$ cat config.mk
export PLATFORM = sky130hd
export DESIGN_NAME = digit_split_seq_flat
export DESIGN_NICKNAME = d
export VERILOG_FILES = /design/src/rtl/digit_split_seq_if.sv /design/src/rtl/digit_split_seq.sv /design/src/flat_wrapper.sv
export SDC_FILE = /design/constraint.sdc
export NUM_CORES = 1
export LEC_CHECK = 0
export CAP_MARGIN = 20
export CORE_MARGIN = 3
export CORE_UTILIZATION = 40
export CTS_CLUSTER_SIZE = 40
export DETAILED_ROUTE_END_ITERATION = 16
export GPL_TIMING_DRIVEN = 1
export PLACE_DENSITY_LB_ADDON = 0.3
export SETUP_SLACK_MARGIN = 0.05
export SLEW_MARGIN = 20
export SYNTH_ARGS = -nofsm -noshare
export SYNTH_HDL_FRONTEND = slang
export SYNTH_SLANG_ARGS = --single-unit
$ cat constraint.sdc
create_clock -name clk -period 2.3 [get_ports clk]
set_input_delay 0.46 -clock clk [delete_from_list [all_inputs] [get_ports clk]]
set_output_delay 0.46 -clock clk [all_outputs]
set_load 0.01 [all_outputs]
$ cat src/rtl/digit_split_seq_if.sv
// Handshake and result bundle for digit_split_seq.
// master: requester driving start/value; slave: the converter.
interface digit_split_seq_if;
  logic       start;
  logic [7:0] value;
  logic       busy;
  logic       done;
  logic [3:0] hundreds;
  logic [3:0] tens;
  logic [3:0] units;
  logic       err;

  modport master (
    output start, value,
    input  busy, done, hundreds, tens, units, err
  );

  modport slave (
    input  start, value,
    output busy, done, hundreds, tens, units, err
  );
endinterface

$ cat src/rtl/digit_split_seq.sv
// digit_split_seq: splits an 8-bit unsigned value into decimal digits by
// repeated subtraction.
// Optional macro DIGIT_SPLIT_HUNDREDS_EN: adds the SUB_H stage so the full
// 0-255 range converts. Without it, values above 99 are flagged with err and
// tens/units forced to 4'hF, and hundreds is tied to 0.
module digit_split_seq (
  input  logic              clk,
  input  logic              rst_n,
  digit_split_seq_if.slave  bus
);

  typedef enum logic [1:0] {
    IDLE  = 2'd0,
`ifdef DIGIT_SPLIT_HUNDREDS_EN
    SUB_H = 2'd1,
`endif
    SUB_T = 2'd2,
    FIN   = 2'd3
  } state_t;

  state_t     state, state_nx;
  logic [7:0] rem;
  logic [3:0] tcnt;
  logic [3:0] tens_q;
  logic [3:0] units_q;
  logic       err_q;
`ifdef DIGIT_SPLIT_HUNDREDS_EN
  logic [3:0] hcnt;
  logic [3:0] hund_q;
`endif

  // State register.
  always_ff @(posedge clk or negedge rst_n) begin
    if (!rst_n) state <= IDLE;
    else        state <= state_nx;
  end

  // Next-state selection.
  always_comb begin
    state_nx = state;
    case (state)
      IDLE: begin
        if (bus.start) begin
`ifdef DIGIT_SPLIT_HUNDREDS_EN
          state_nx = SUB_H;
`else
          state_nx = SUB_T;
`endif
        end
      end
`ifdef DIGIT_SPLIT_HUNDREDS_EN
      SUB_H: if (rem < 8'd100) state_nx = SUB_T;
      SUB_T: if (rem < 8'd10) state_nx = FIN;
`else
      // Out-of-range values finish straight from the first SUB_T cycle.
      SUB_T: if ((rem < 8'd10) || (rem > 8'd99)) state_nx = FIN;
`endif
      FIN:     state_nx = IDLE;
      default: state_nx = IDLE;
    endcase
  end

  // Status outputs decoded from state.
  always_comb begin
    bus.busy = 1'b0;
    bus.done = 1'b0;
    case (state)
`ifdef DIGIT_SPLIT_HUNDREDS_EN
      SUB_H:   bus.busy = 1'b1;
`endif
      SUB_T:   bus.busy = 1'b1;
      FIN:     bus.done = 1'b1;
      default: ;
    endcase
  end

  // Remainder, digit counters and held results.
  always_ff @(posedge clk or negedge rst_n) begin
    if (!rst_n) begin
      rem     <= '0;
      tcnt    <= '0;
      tens_q  <= '0;
      units_q <= '0;
      err_q   <= 1'b0;
`ifdef DIGIT_SPLIT_HUNDREDS_EN
      hcnt    <= '0;
      hund_q  <= '0;
`endif
    end else begin
      case (state)
        IDLE: begin
          if (bus.start) begin
            rem     <= bus.value;
            tcnt    <= '0;
            tens_q  <= '0;
            units_q <= '0;
            err_q   <= 1'b0;
`ifdef DIGIT_SPLIT_HUNDREDS_EN
            hcnt    <= '0;
            hund_q  <= '0;
`endif
          end
        end
`ifdef DIGIT_SPLIT_HUNDREDS_EN
        SUB_H: begin
          if (rem >= 8'd100) begin
            rem  <= rem - 8'd100;
            hcnt <= hcnt + 4'd1;
          end
        end
`endif
        SUB_T: begin
`ifndef DIGIT_SPLIT_HUNDREDS_EN
          if (rem > 8'd99) begin
            err_q   <= 1'b1;
            tens_q  <= '1;
            units_q <= '1;
          end else
`endif
          if (rem >= 8'd10) begin
            rem  <= rem - 8'd10;
            tcnt <= tcnt + 4'd1;
          end else begin
            tens_q  <= tcnt;
            units_q <= rem[3:0];
`ifdef DIGIT_SPLIT_HUNDREDS_EN
            hund_q  <= hcnt;
`endif
          end
        end
        default: ;
      endcase
    end
  end

  assign bus.tens  = tens_q;
  assign bus.units = units_q;
  assign bus.err   = err_q;
`ifdef DIGIT_SPLIT_HUNDREDS_EN
  assign bus.hundreds = hund_q;
`else
  assign bus.hundreds = '0;
`endif

endmodule

$ cat src/flat_wrapper.sv
// flat-port wrapper written by rule: the top's interface ports become plain ports
module digit_split_seq_flat 
  (clk, rst_n, bus_start, bus_value, bus_busy, bus_done, bus_hundreds, bus_tens, bus_units, bus_err);
  digit_split_seq_if bus_i ();
  input  logic clk;
  input  logic rst_n;
  input wire logic [$bits(bus_i.start)-1:0] bus_start;
  input wire logic [$bits(bus_i.value)-1:0] bus_value;
  output wire logic [$bits(bus_i.busy)-1:0] bus_busy;
  output wire logic [$bits(bus_i.done)-1:0] bus_done;
  output wire logic [$bits(bus_i.hundreds)-1:0] bus_hundreds;
  output wire logic [$bits(bus_i.tens)-1:0] bus_tens;
  output wire logic [$bits(bus_i.units)-1:0] bus_units;
  output wire logic [$bits(bus_i.err)-1:0] bus_err;
  assign bus_i.start = bus_start;
  assign bus_i.value = bus_value;
  assign bus_busy = bus_i.busy;
  assign bus_done = bus_i.done;
  assign bus_hundreds = bus_i.hundreds;
  assign bus_tens = bus_i.tens;
  assign bus_units = bus_i.units;
  assign bus_err = bus_i.err;
  digit_split_seq u_core (.clk(clk), .rst_n(rst_n), .bus(bus_i));
endmodule
# Word-level counts from Yosys, hierarchy flattened
# Cells that the tools add are included.
# word_totals
ff_bits,23
latch_bits,0
ram_bits,0
rom_bits,0
inputBits,11
output_inout_bits,15
word_cells,48
memories,0
# op_classes
n_addsub,2
n_mul,0
n_div,0
order_cmp,3
n_eq_ne,8
n_shift,0
muxes,22
bitwise,0
n_reduce_logical,7
# op_table
cell,n
4-bit 2-to-1 mux,7
8-bit 2-to-1 mux,3
4-bit one-hot mux with 2 select lines,3
8-bit one-hot mux with 2 select lines,1
8-bit by 4-bit >= comparator with 1-bit output (second input constant),1
8-bit by 7-bit > comparator with 1-bit output (second input constant),1
8-bit by 4-bit less-than comparator with 1-bit output (second input constant),1
8-bit by 4-bit subtractor with 8-bit output (second input constant),1
2-bit by 1-bit inequality test with 1-bit output (second input constant),3
3-bit AND reduction,2
4-bit by 1-bit adder with 4-bit output (second input constant),1
2-bit equality test (second input constant),2
1-bit 2-to-1 mux,4
2-bit 2-to-1 mux,2
2-bit inequality test (second input constant),2
2-bit one-hot mux with 2 select lines,1
4-bit AND reduction,1
3-bit by 2-bit inequality test with 1-bit output (second input constant),1
2-bit logical NOT,1
1-bit one-hot mux with 2 select lines,1
2-bit AND reduction,1
2-bit nonzero test,1
1-bit logical OR,1

# Depth between registers and ports, before layout
# depth
word_depth,4
mapped_depth,6
ltp_nobuf,6

# Worst setup path before layout
# OpenSTA, ideal clock, no wires.
# synth_path
path_type,register to register
start,reg u_core.rem[4]
end,reg u_core.rem[5]
setup_time_ps,138
arrival_time_ps,1543
t_required_ps,2162
setup_slack_ps,619
stages_incl_launch_ff,7
path_buffers,2
synth_period_minus_slack_ps,1681
cell_sequence,dfrtp_1 buf_6 o311a_4 a211o_1 buf_6 nor4_2 o221ai_1
# synth_between
elab_chain_len,4
word_cells_on_any_way,9
cone_classes,1 x add/sub; 2 x order compare; 2 x eq/ne; 3 x mux; 1 x reduce/logical
# synth_rtl
element,line_no,text
"start, declared",digit_split_seq.sv:22,logic [7:0] rem;
"start signal, assigned",digit_split_seq.sv:93,rem <= bus.value;
"start signal, assigned",digit_split_seq.sv:121,rem <= rem - 8'd10;
8-bit by 4-bit subtractor with 8-bit output,digit_split_seq.sv:121,
8-bit 2-to-1 mux,digit_split_seq.sv:120,if (rem >= 8'd10) begin
8-bit 2-to-1 mux,digit_split_seq.sv:114,if (rem > 8'd99) begin
8-bit one-hot mux with 2 select lines,digit_split_seq.sv:90,case (state)
# Parallel ways exist; a longest one is shown, timed or not. The select of a mux whose other input is x is not followed.
# A chain may end at the register's enable or synchronous reset.

# Worst setup path after layout
# layout_path
start,reg u_core.state[0]
end,out bus_busy
# layout_between
elab_chain_len,2
# layout_rtl
element,line_no,text
"start, declared",digit_split_seq.sv:21,"state_t state, state_nx;"
"start signal, assigned",digit_split_seq.sv:35,else state <= state_nx;
2-bit equality test,digit_split_seq.sv:67,case (state)
1-bit 2-to-1 mux,digit_split_seq.sv:67,
"end, declared",flat_wrapper.sv:9,output wire logic [$bits(bus_i.busy)-1:0] bus_busy;
# Every way passes these cells.

==> flow_summary.toml <==
[outcome]
outcome = "complete, no violations"

[worst_setup_path]
crit_required_ns = 1.84
path_cells = "inv_1, nand2_4, clkinv_1, clkdlybuf4s50_1"
max_stage_delay_ns = 0.53
critical_path.startpoint = "u_core.state[0]"
crit_slowest_cell = "clkdlybuf4s50_1"
start_kind = "register"
critPathKind = "reg2out"
r2r-start = "u_core.rem[4]"
cp_max_fo = 7
end_kind = "output pin"
arrival_ns = 1.69

[global_route]
grt_pass1_vias = 986
grt_pass1_wl_mm = 4.692
overflow = 0
grtUsageTotal = 0.1474
antenna_found_initial = 0
grt_max_degree = 24

[synth]
ys_ff_latch = 23
postSynthCellCount = 121
yosys-top-cells-area = "dfrtp_1 45%, o2bb2ai_1 5.5%, nor2_1 4.4%"
synth_top_flop_cell = "dfrtp_1"
synth.most_common_cell = "dfrtp_1"
synth_top_area_frac = 0.4536
ys_async_sr_fraction = 1.000
synth_edf_count = 0
synth_common_cells = "23 x dfrtp_1, 15 x nor2_1, 9 x nand2_1"
synth_top_area_cell = "dfrtp_1"
ys_seq_area_frac = 0.4536
yosysWarningCount = 0
avgSynthCellArea_um2 = 10.49
syn_area_um2 = 1269
ys_types = 39

[die]
dieWidth_um = 62.32
dieHeight_um = 62.32
fp-row-count = 19
start_util = 0.4411
core-area_um2 = 2877
design.die.area_um2 = 3884
pin_count = 26

[cts]
hold_buffers = 0
numCtsBuffers = 3
h-tree-depth = 1
clockBufferDepth = 2
root_buffer = "clkbuf_4"
clock_latency_ns = 0.31
post_cts_buffers = 0
tritoncts = "built"
cts.sinks = 23
clkTransAtPathRegs_ns = 0.13

[power_and_ir_drop]
clkPwrFrac = 0.084
p_per_area_nw_per_um2 = 1463
power.leakage_nw = 0.6592
seqPwrFrac = 0.370
irDropWorstVdd_v = 0.0006446
p_sw_frac = 0.4463
p_int_mw = 1.253
power.switching_mw = 1.010
combPwrFrac = 0.546

[route]
wirelength_mm = 2.671
initialDrtViolationCount = 49
viasPerCell = 5.305
via_count = 992
dr.pass1.iters = 4
drt-wirelength-per-cell_um = 14.28
drc_errors = 0
ant_nets = 0

[flow_run]
maxCapViolations = 0

[sta]
setup_viol = 0
slew_viol_final = 0
max_freq_ghz = 0.4660
rsz0062_at_grt = "false"
tns_ns = 0
finalCriticalPeriod_ns = 2.146
min_period_over_period = 0.9330
final_hold_viol_count = 0
final.setup_skew_ns = 0.002584

[placed_design]
numPortBuffers = 21
dp_hpwl_mm = 1.918
gp_congestion = 0.8119

[final_layout]
multi_input_area_um2 = 620.6
diodes = 0
finalNetCount = 159
drive_gt1_frac = 0.1310
seq_area_um2 = 576.8
syn_to_final_growth_pct = 21.89
final_util = 0.5376
fillerInstances = 258

[min_path]
hold_class = "in2async"
-- placed cells by master, fill, tap and decap left out, types with 2 or more instances in the layout --
cell type        instances
nor2_1                  15
a31oi_1                  5
o211ai_1                 2
conb_1                   4
nand2_2                  2
nand2_1                  9
clkdlybuf4s50_1         21
nand2b_1                 2
buf_4                    5
nor4_4                   2
o21ai_0                  2
a2bb2oi_1                2
dfrtp_1                 22
clkbuf_4                 3
nor2b_1                  3
a21oi_1                  3
and2_1                   2
o32ai_1                  2
o2bb2ai_1                8
and3_1                   2
inv_1                    5
ha_1                     2
mux2i_1                  4
-- sequential cells by signal, summed over array words and instances, names as in the netlist --
name and cells:
u_core.rem 8, u_core.bus.tens 4, u_core.bus.units 4, u_core.tcnt 4, u_core.state 2, u_core.bus.err 1
-- critical path: cells and delay by family (launching register included) --
family	cells	cell delay, ns
DFF	1	0.46
buffers and inverters	3	0.79
and+or+nand+nor	1	0.13
-- cells by family after synthesis --
family / share of synthesized area
AOI/OAI and AO/OA: 0.2328
adders and majority gates: 0.01972
buffers and inverters: 0.07002
DFF: 0.4536
muxes: 0.03156
other: 0.002956
and+or+nand+nor: 0.1893
-- layout make-up --
| cell class | count | area share |
|---|---|---|
| multi-input cells | 86 | 0.4013 |
| flip-flops and latches | 23 | 0.3730 |
| repair buffers | 26 | 0.1602 |
| well taps | 42 | 0.03398 |
| clock buffers | 4 | 0.01699 |
| inverters | 6 | 0.01456 |
-- final timing paths --
check                      slack (ns)  depth (start not counted)                   to
max                              0.15                          4             bus_busy
min                              0.50                          2       u_core.bus.err
max reg2reg                      0.44                          4  u_core.bus.units[0]
min reg2reg                      0.51                          1   u_core.bus.tens[3]
max in group asynchronous        1.56                          2      u_core.state[0]
min in group clk                 0.51                          1   u_core.bus.tens[3]
-- through the flow --
step	std cells	setup slack [ns]	power (mW)	hold slack [ns]	instance area [µm²]
detailed placement	183	0.2190	2.076	0.4731	1514
global placement	183	0.2378	2.044	0.4772	1514
CTS	187	0.09348	2.273	0.5074	1540
finish	187	0.1542	2.263	0.5001	1546
floorplan	124	0.6190	1.709	0.1644	1280
global route	187	0.05787	2.467	0.5165	1546
-- power by group through the flow --
| stage | combinational, mW | sequential [mW] | clock, mW |
|---|---|---|---|
| after floorplan | 0.919 | 0.790 | 0 |
| after global placement | 1.21 | 0.834 | 0 |
| after detailed placement | 1.24 | 0.840 | 0 |
| after CTS | 1.24 | 0.833 | 0.196 |
| after global routing | 1.38 | 0.872 | 0.214 |
| final | 1.24 | 0.838 | 0.190 |
-- repair_timing --
action                     CTS  global route
hold endpoints to repair     0             0
setup endpoints to repair    0             1
resized for setup            0             2
-- routing by layer --
layer	up-vias	track usage	wire, µm
li1	482	-	-
met1	479	0.2175	1316
met2	26	0.2056	1191
met3	5	0.03604	123
met4	0	0.05785	39
met5	-	0	0
No activity file was read; power rests on OpenSTA's default activity.
